### src/rtl/keypad_pkg.sv
// Shared types and helpers for the 4x4 matrix keypad scanner.
package keypad_pkg;

  localparam int NROWS = 4;
  localparam int NCOLS = 4;
  localparam int NKEYS = NROWS * NCOLS;

  typedef enum logic [1:0] {
    IDLE,
    PRESSED,
    LOCK
  } state_e;

  function automatic logic [3:0] onehot_idx(input logic [NKEYS-1:0] v);
    logic [3:0] idx;
    idx = '0;
    for (int i = 0; i < NKEYS; i++) begin
      if (v[i]) idx = 4'(i);
    end
    return idx;
  endfunction

  // Clearing the lowest set bit leaves something only when two or more keys are closed.
  function automatic logic multi_hot(input logic [NKEYS-1:0] v);
    return (v & (v - NKEYS'(1))) != '0;
  endfunction

endpackage

### src/rtl/sync_2ff.sv
// Two-flop synchroniser for asynchronous level inputs, with a configurable reset value.
module sync_2ff #(
  parameter int           W       = 4,
  parameter logic [W-1:0] RST_VAL = '1
) (
  input  logic         clk,
  input  logic         rst,
  input  logic [W-1:0] d_i,
  output logic [W-1:0] q_o
);

  logic [W-1:0] meta_q;
  logic [W-1:0] sync_q;

  always_ff @(posedge clk or posedge rst) begin
    if (rst) begin
      meta_q <= RST_VAL;
      sync_q <= RST_VAL;
    end else begin
      meta_q <= d_i;
      sync_q <= meta_q;
    end
  end

  assign q_o = sync_q;

endmodule

### src/rtl/keypad_scan.sv
// 4x4 hex keypad scanner: row drive, column sampling, frame debounce and
// single-key event generation feeding a 16-bit nibble entry register.
module keypad_scan
  import keypad_pkg::*;
#(
  parameter int SCAN_DIV        = 1000,
  parameter int DEBOUNCE_FRAMES = 4
) (
  input  logic        clk,
  input  logic        rst,
  output logic [3:0]  row_n,
  input  logic [3:0]  col_n,
  output logic        key_valid,
  output logic [3:0]  key_code,
  output logic        key_down,
  output logic [15:0] hex_value
);

  localparam int DIV_W = (SCAN_DIV > 1) ? $clog2(SCAN_DIV) : 1;
  localparam int CNT_W = $clog2(DEBOUNCE_FRAMES + 1);

  logic [NCOLS-1:0] col_s;
  logic [DIV_W-1:0] div_q, div_d;
  logic [1:0]       row_q, row_d;
  logic [3:0]       row_n_q, row_n_d;
  logic [NKEYS-1:0] snap_q, snap_d;
  logic [NKEYS-1:0] prev_q, prev_d;
  logic [NKEYS-1:0] comm_q, comm_d;
  logic [CNT_W-1:0] cnt_q, cnt_d;
  logic             commit_q, commit_d;
  state_e           state_q, state_d;
  logic             kv_q, kv_d;
  logic [3:0]       code_q, code_d;
  logic             down_q, down_d;
  logic [15:0]      hex_q, hex_d;
  logic             sample;
  logic             frame_end;

  sync_2ff #(.W(NCOLS), .RST_VAL('1)) u_col_sync (
    .clk (clk),
    .rst (rst),
    .d_i (col_n),
    .q_o (col_s)
  );

  // Scan and debounce: the frame is complete in snap_d on the cycle row 3 is sampled.
  always_comb begin
    sample    = (div_q == DIV_W'(SCAN_DIV - 1));
    frame_end = sample && (row_q == 2'd3);
    div_d     = sample ? '0 : div_q + DIV_W'(1);
    row_d     = row_q;
    row_n_d   = row_n_q;
    snap_d    = snap_q;
    prev_d    = prev_q;
    cnt_d     = cnt_q;
    comm_d    = comm_q;
    commit_d  = 1'b0;
    if (sample) begin
      snap_d[{row_q, 2'b00} +: NCOLS] = ~col_s;
      row_d   = row_q + 2'd1;
      row_n_d = {row_n_q[2:0], row_n_q[3]};
    end
    if (frame_end) begin
      if (snap_d == prev_q) begin
        if (cnt_q != CNT_W'(DEBOUNCE_FRAMES)) cnt_d = cnt_q + CNT_W'(1);
      end else begin
        cnt_d  = CNT_W'(1);
        prev_d = snap_d;
      end
      if ((cnt_d == CNT_W'(DEBOUNCE_FRAMES)) && (snap_d != comm_q)) begin
        comm_d   = snap_d;
        commit_d = 1'b1;
      end
    end
  end

  // Event FSM: reacts only in the cycle after the committed state changes.
  always_comb begin
    state_d = state_q;
    kv_d    = 1'b0;
    code_d  = code_q;
    hex_d   = hex_q;
    down_d  = (comm_q != '0);
    if (commit_q) begin
      case (state_q)
        IDLE: begin
          if (comm_q != '0) begin
            if (multi_hot(comm_q)) begin
              state_d = LOCK;
            end else begin
              state_d = PRESSED;
              kv_d    = 1'b1;
              code_d  = onehot_idx(comm_q);
              hex_d   = {hex_q[11:0], onehot_idx(comm_q)};
            end
          end
        end
        PRESSED: state_d = (comm_q == '0) ? IDLE : LOCK;
        LOCK:    if (comm_q == '0) state_d = IDLE;
        default: state_d = IDLE;
      endcase
    end
  end

  always_ff @(posedge clk or posedge rst) begin
    if (rst) begin
      div_q    <= '0;
      row_q    <= '0;
      row_n_q  <= 4'b1110;
      snap_q   <= '0;
      prev_q   <= '0;
      cnt_q    <= '0;
      comm_q   <= '0;
      commit_q <= 1'b0;
      state_q  <= IDLE;
      kv_q     <= 1'b0;
      code_q   <= '0;
      down_q   <= 1'b0;
      hex_q    <= '0;
    end else begin
      div_q    <= div_d;
      row_q    <= row_d;
      row_n_q  <= row_n_d;
      snap_q   <= snap_d;
      prev_q   <= prev_d;
      cnt_q    <= cnt_d;
      comm_q   <= comm_d;
      commit_q <= commit_d;
      state_q  <= state_d;
      kv_q     <= kv_d;
      code_q   <= code_d;
      down_q   <= down_d;
      hex_q    <= hex_d;
    end
  end

  assign row_n     = row_n_q;
  assign key_valid = kv_q;
  assign key_code  = code_q;
  assign key_down  = down_q;
  assign hex_value = hex_q;

endmodule

### config.mk
export PLATFORM = sky130hd
export DESIGN_NAME = keypad_scan
export DESIGN_NICKNAME = d
export VERILOG_FILES = /design/src/rtl/keypad_pkg.sv /design/src/rtl/sync_2ff.sv /design/src/rtl/keypad_scan.sv
export SDC_FILE = /design/constraint.sdc
export NUM_CORES = 1
export LEC_CHECK = 0
export BUFFER_PORTS_ARGS = -buffer_cell sky130_fd_sc_hd__clkbuf_2
export CAP_MARGIN = 0
export CORE_MARGIN = 2
export CORE_UTILIZATION = 62
export CTS_BUF_LIST = sky130_fd_sc_hd__clkbuf_8
export DETAILED_ROUTE_END_ITERATION = 10
export HOLD_SLACK_MARGIN = 0.03
export PLACE_DENSITY = 0.81
export SKIP_CTS_REPAIR_TIMING = 1
export SYNTH_ARGS = -nofsm -noshare
export SYNTH_HDL_FRONTEND = slang
export SYNTH_SLANG_ARGS = --single-unit
### constraint.sdc
create_clock -name clk -period 9.2 [get_ports clk]
set_input_delay 0.46 -clock clk [delete_from_list [all_inputs] [get_ports clk]]
set_output_delay 0.46 -clock clk [all_outputs]
set_load 0.02 [all_outputs]
==> flow_summary.ini, run 1 <==
[run_status]
outcome = complete, no violations

[clocking]
insertion_delay_ps = 370
cts_tree = built
ctsRootBufferMaster = clkbuf_8
clk_pin_slew_ps = 100
cts_buffer_depth = 2
cts-htree-levels = 3
cts_sinks = 96
cts_buffers = 9

[yosys]
yosys-top-cells-count = dfrtp_1 (85), o21ai_0 (36), xnor2_1 (33), mux2_2 (20), nand2_1 (17)
syn_area_per_cell_sq_um = 11.6
synth_edf_count = 0
syn_inst = 403
synth_compound_area_frac = 0.102
synthArstFlopShare = 1.00
synth_top_area_share = 0.457
muxShareOfSynthArea = 0.108
syn_area_sq_um = 4660
synth.largest_area_cell = dfrtp_1
synth.net_count = 417
synth_seq_cells = 96
synth_most_common_cell = dfrtp_1
synth_area_leaders = dfrtp_1 (46%), dfstp_2 (6.2%), xnor2_1 (6.2%), mux2_2 (4.8%), o21ai_0 (3.9%)
yosysSeqAreaShare = 0.519
yosys.area_share.simple = 0.128
synth_cell_type_count = 54
ys_warn_count = 0
synth_top_family_by_area = simple AND/OR/NAND/NOR gates
synth_flop_cell = dfrtp_1
synthAdderAreaFrac = 0.0258
synth_xor_area_frac = 0.0733

[setup_path]
r2r_start = row_q[0]
worst_path_max_delay_cell = nor4_4
path_class = reg -> reg
path_max_fanout = 18
cp-startpoint = row_q[0]
path_cells = inv_1 > ha_1 > nor3_1 > a22oi_2 > inv_1 > xnor2_1 > nand4_1 > nor4_4 > or2_1 > mux2_2
worst_setup_path_end_kind = flop
crit_path_start_kind = flop
crit_top_cell = inv_1
required_ps = 9460
slowest_delay_ps = 810
arrival_ps = 4620

[worst_hold_path]
hp-start = col_n[1]
hold_class = in -> reg

[cells_and_area]
multi_input_area_sq_um = 2040
drive_gt1_frac = 0.269
final_core_util = 0.700
diodes = 0
seqCellArea_sq_um = 2420
layout.nets = 441
areaGrowthSynthToFinish_pct = 8.95
design_area_sq_um = 5070
fillers = 522

[timing]
relSlewSlack = 0.282
setup_tns_ps = 0
hold_violations = 0
setup_viol = 0
slew_violations = 0
rsz0062_at_grt = no
max_freq_mhz = 229
fin_skew_ps = 11.0
min_period_ps = 4360
worst_slew_pin_slew_ps = 1070
period_share = 0.474

[die]
die-height_um = 90.7
die_area_sq_um = 8220
rows = 31
io_pins = 32
initial_core_util = 0.642
coreArea_sq_um = 7250
chipWidth_um = 90.7

[drt]
viasPerCell = 5.95
wirelength_um = 9310
wire_per_inst_um = 17.5
vias = 3158
drtAntennaViolNets = 0
drc = 0
drt_iter0_markers = 213
firstDrtPassIters = 4

[global_route]
grt_pass1_vias = 3042
use_met2 = 0.382
antenna_found_initial = 0
use_met1 = 0.324
gr-total-overflow = 0
grt_pass1_wl_um = 15400
grt_use_met3 = 0.0409
grt.busiest_layer = met2
grt_usage = 0.242
grt_max_degree = 83

[place]
dp_hpwl_um = 6640
place.gp.congestion = 0.868
placed_area_sq_um = 4840
io_buffer_count = 31

[power]
power.internal_uw = 581
combPwrFrac = 0.014
sequentialPowerShare = 0.578
power_frac_clock = 0.408
swShare = 0.212
power_density_nw_per_um2 = 145
leakagePower_uw = 0.00245
ir_drop_v = 0.0000700
p_switching_uw = 157

[job]
drv_cap = 0
[routing by layer]
metal | share of wire | wire [um] | vias up
met5 | 0 | 0 | -
met4 | 0.035 | 326 | 0
met3 | 0.048 | 450 | 28
met2 | 0.48 | 4470 | 94
met1 | 0.44 | 4060 | 1558
li1 | - | - | 1478
[final timing paths]
path                       slack (ps)                   end  cells after the start
min in group asynchronous         540              div_q[2]                      3
hold / removal                    170  u_col_sync.meta_q[1]                      1
setup / recovery                 4840             prev_q[5]                     10
max in group asynchronous        7390              row_q[1]                      4
hold reg to reg                   360     u_col_sync.q_o[3]                      0
setup reg to reg                 4840             prev_q[5]                     10
[registers in the layout, indices dropped and copies added (netlist names)]
signal,count
key_down,1
comm_q,16
key_code,3
cnt_q,3
u_col_sync.q_o,4
state_q,2
key_valid,1
snap_q,16
row_q,2
row_n,4
div_q,10
prev_q,16
u_col_sync.meta_q,4
commit_q,1
hex_value,13
[cells in the final DEF (no fill, tap or decap), drive strengths merged, types with 14 or more instances in the layout]
master / synthesis / routed
nor3: 16 / 16
xnor2: 33 / 33
nand2: 17 / 17
nor2: 15 / 15
clkbuf: 12 / 40
mux2: 34 / 34
dfrtp: 85 / 85
o21ai: 36 / 36
nor4: 14 / 14
inv: 26 / 28
[cell families (layout without fill, tap and decap cells)]
kind of cell | Yosys count | count (layout)
xor+xnor | 39 | 39
flops | 96 | 96
mux | 42 | 42
buf+inv | 47 | 76
compound gates | 71 | 71
fa+ha+maj | 10 | 10
simple gates | 98 | 98
[layout make-up]
type | count | share of cell area
Clock buffer | 9 | 0.0244
Clock inverter | 7 | 0.0187
Inverter | 26 | 0.0195
Multi-Input combinational cell | 260 | 0.401
Sequential cell | 96 | 0.476
Tap cell | 99 | 0.0244
Timing Repair Buffer | 34 | 0.0355
[power by group through the flow]
stage	clock [uW]	sequential [uW]	combinational [uW]
after global routing	323	426	12.2
after detailed placement	0	434	10.7
after global placement	0	434	10.4
final	301	426	10.3
after CTS	305	426	10.7
after floorplan	0	434	6.71
[critical path: cells and delay by family (launching register included)]
kind	cells	cell delay [ps]
flip-flops	1	520
XOR/XNOR	1	130
buffers and inverters	2	360
AND/OR/NAND/NOR	4	2210
AO/OA/AOI/OAI	1	200
adder cells (fa/ha/maj)	1	420
multiplexers	1	400
[per-stage QoR]
| step | cells | total power (uW) | setup slack (ps) | hold WS [ps] |
|---|---|---|---|---|
| floorplan | 403 | 440 | 5900 | 345 |
| CTS | 530 | 742 | 4860 | -21.5 |
| global route | 531 | 761 | 4460 | 152 |
| detailed placement | 514 | 445 | 4940 | 347 |
| global placement | 514 | 444 | 5100 | 346 |
| finish | 531 | 737 | 4840 | 172 |
Note: power is estimated with default switching activity, not from simulation.
==> inputs of run 2 (changes only) <==
--- a/config.mk
+++ b/config.mk
@@ -8,11 +8,11 @@
 export BUFFER_PORTS_ARGS = -buffer_cell sky130_fd_sc_hd__clkbuf_2
 export CAP_MARGIN = 0
 export CORE_MARGIN = 2
-export CORE_UTILIZATION = 62
+export CORE_UTILIZATION = 56
 export CTS_BUF_LIST = sky130_fd_sc_hd__clkbuf_8
 export DETAILED_ROUTE_END_ITERATION = 10
 export HOLD_SLACK_MARGIN = 0.03
-export PLACE_DENSITY = 0.81
+export PLACE_DENSITY = 0.78
 export SKIP_CTS_REPAIR_TIMING = 1
 export SYNTH_ARGS = -nofsm -noshare
 export SYNTH_HDL_FRONTEND = slang
==> constraint.sdc (replaced) <==
create_clock -name clk -period 3.5 [get_ports clk]
set_input_delay 0.175 -clock clk [delete_from_list [all_inputs] [get_ports clk]]
set_output_delay 0.175 -clock clk [all_outputs]
set_load 0.02 [all_outputs]
==> run 2 against run 1 <==
Against the previous run: final area is 4.6% higher; global-route usage shrank 1.8 points; core utilization is 4.7 points lower; via count rose by 0.25%; routed wire length shrank 0.83%; count of clock-buffer cells in the layout grew 1; combinational power rose to 3.0 times the previous value; cell count up 5.6%; non-clock buffer count grew 24; sequential power rose to 2.6 times the previous value; flip-flop and latch count unchanged; critical endpoint is now comm_q[11]; largest cell class unchanged; largest power group unchanged; highest routed layer unchanged.
==> flow_summary.ini, run 2 (same netlist as run 1, synthesis figures left out) <==
[die]
die-height_um = 95.2
rows = 33
io_pins = 32
initial_core_util = 0.573
coreArea_sq_um = 8130
die_area_sq_um = 9060
chipWidth_um = 95.2

[place]
placed_cells = 536
place.gp.congestion = 0.923
io_buffer_count = 31
dp_hpwl_um = 6830

[drt]
viasPerCell = 5.64
firstDrtPassIters = 4
drc = 0
drt_iter0_markers = 153
vias = 3166
wire_per_inst_um = 16.5
drtAntennaViolNets = 0
wirelength_um = 9230

[job]
drv_cap = 0

[cells_and_area]
areaGrowthSynthToFinish_pct = 13.9
layout_commonest_cell = dfrtp_1
top_regs = comm_q (16), prev_q (16), snap_q (16)
fillers = 631
layout_common_cells = dfrtp_1 (85), o21ai_0 (36), xnor2_1 (33)
drive_gt1_frac = 0.307
layout.nets = 465
final_core_util = 0.652
layout.cells.non_filler = 561
diodes = 0

[setup_path]
arrival_ps = 3600
worst_setup_path_end_kind = flop
crit_top_cell = buf_4
path_class = reg -> reg
crit_path_start_kind = flop
required_ps = 3750
worst_path_max_delay_cell = nor4_4
path_cells = ha_1 > nand4bb_2 > nor4_1 > buf_4 > a22o_1 > xnor2_1 > nand4_1 > nor4_4 > buf_4 > nand3_4 > mux2_4
path_max_fanout = 16
slowest_delay_ps = 440

[global_route]
grt_pass1_vias = 3123
grt_max_degree = 41
antenna_found_initial = 0
grt_usage = 0.223
grt_pass1_wl_um = 15400
gr-total-overflow = 0

[clocking]
ctsRootBufferMaster = clkbuf_8
clk_pin_slew_ps = 100
cts_sinks = 96
cts_buffers = 9
cts_tree = built
insertion_delay_ps = 370
cts_buffer_depth = 2
cts-htree-levels = 3

[timing]
worst_slew_pin_slew_ps = 633
max_freq_mhz = 298
relSlewSlack = 0.574
period_share = 0.958
setup_viol = 0
hold_violations = 0
fin_skew_ps = 17.3
min_period_ps = 3350
setup_tns_ps = 0
slew_violations = 0

[power]
swShare = 0.208
combPwrFrac = 0.016
p_switching_uw = 407
power_frac_clock = 0.412
power.internal_uw = 1550
sequentialPowerShare = 0.573
leakagePower_uw = 0.00256
power_density_nw_per_um2 = 369
ir_drop_v = 0.000271

[worst_hold_path]
hold_class = in -> async

[run_status]
outcome = complete, no violations
run 2: worst max-delay path: cells and delay by family, from the launching register on:
family	cells	cell delay [ps]
xor gates and xnor gates	1	160
adders and majority gates	1	250
muxes	1	390
and+or+nand+nor	5	1410
buffers and inverters	2	390
DFF	1	390
AOI/OAI and AO/OA	1	240
run 2: metal layers:
layer  vias up  wire length [um]  global-route usage
met5         -                 0                   0
met4         0               281               0.110
met3        22               280              0.0308
met2        68              4690               0.383
met1      1552              3980               0.277
li1       1524                 -                   -
run 2: worst paths after layout:
check	from	to	slack, ps	cells after the start
max in group asynchronous	rst	row_n[1]	2340	4
setup / recovery	div_q[0]	comm_q[11]	150	11
hold reg to reg	u_col_sync.meta_q[2]	u_col_sync.q_o[2]	360	0
min in group clk	u_col_sync.meta_q[2]	u_col_sync.q_o[2]	360	0
hold / removal	rst	hex_value[15]	310	3
setup reg to reg	div_q[0]	comm_q[11]	150	11
run 2: power by group through the flow:
stage | sequential (uW) | clock (uW) | combinational (uW)
floorplan | 1140 | 0 | 17.6
global placement | 1140 | 0 | 28.0
detailed placement | 1140 | 0 | 28.6
CTS | 1120 | 824 | 28.6
global route | 1120 | 864 | 37.0
finish | 1120 | 805 | 30.9
run 2: area by class of cell:
type	instances	area (sq um)	area share
Clock buffer	10	138	0.0259
Clock inverter	6	88.8	0.0167
Inverter	26	98.8	0.0186
Multi-Input combinational cell	260	2060	0.389
Sequential cell	96	2420	0.455
Tap cell	105	131	0.0248
Timing Repair Buffer	58	370	0.0698
run 2: per-stage QoR:
stage               setup WS (ps)  hold slack, ps  total power (uW)  cell area, sq um
finish                        146             312              1960              5310
global route                -49.9             353              2020              5310
CTS                         -51.2            -233              1970              5200
detailed placement          -14.2             171              1170              4970
global placement              186             161              1170              4970
floorplan                     204             179              1160              4660
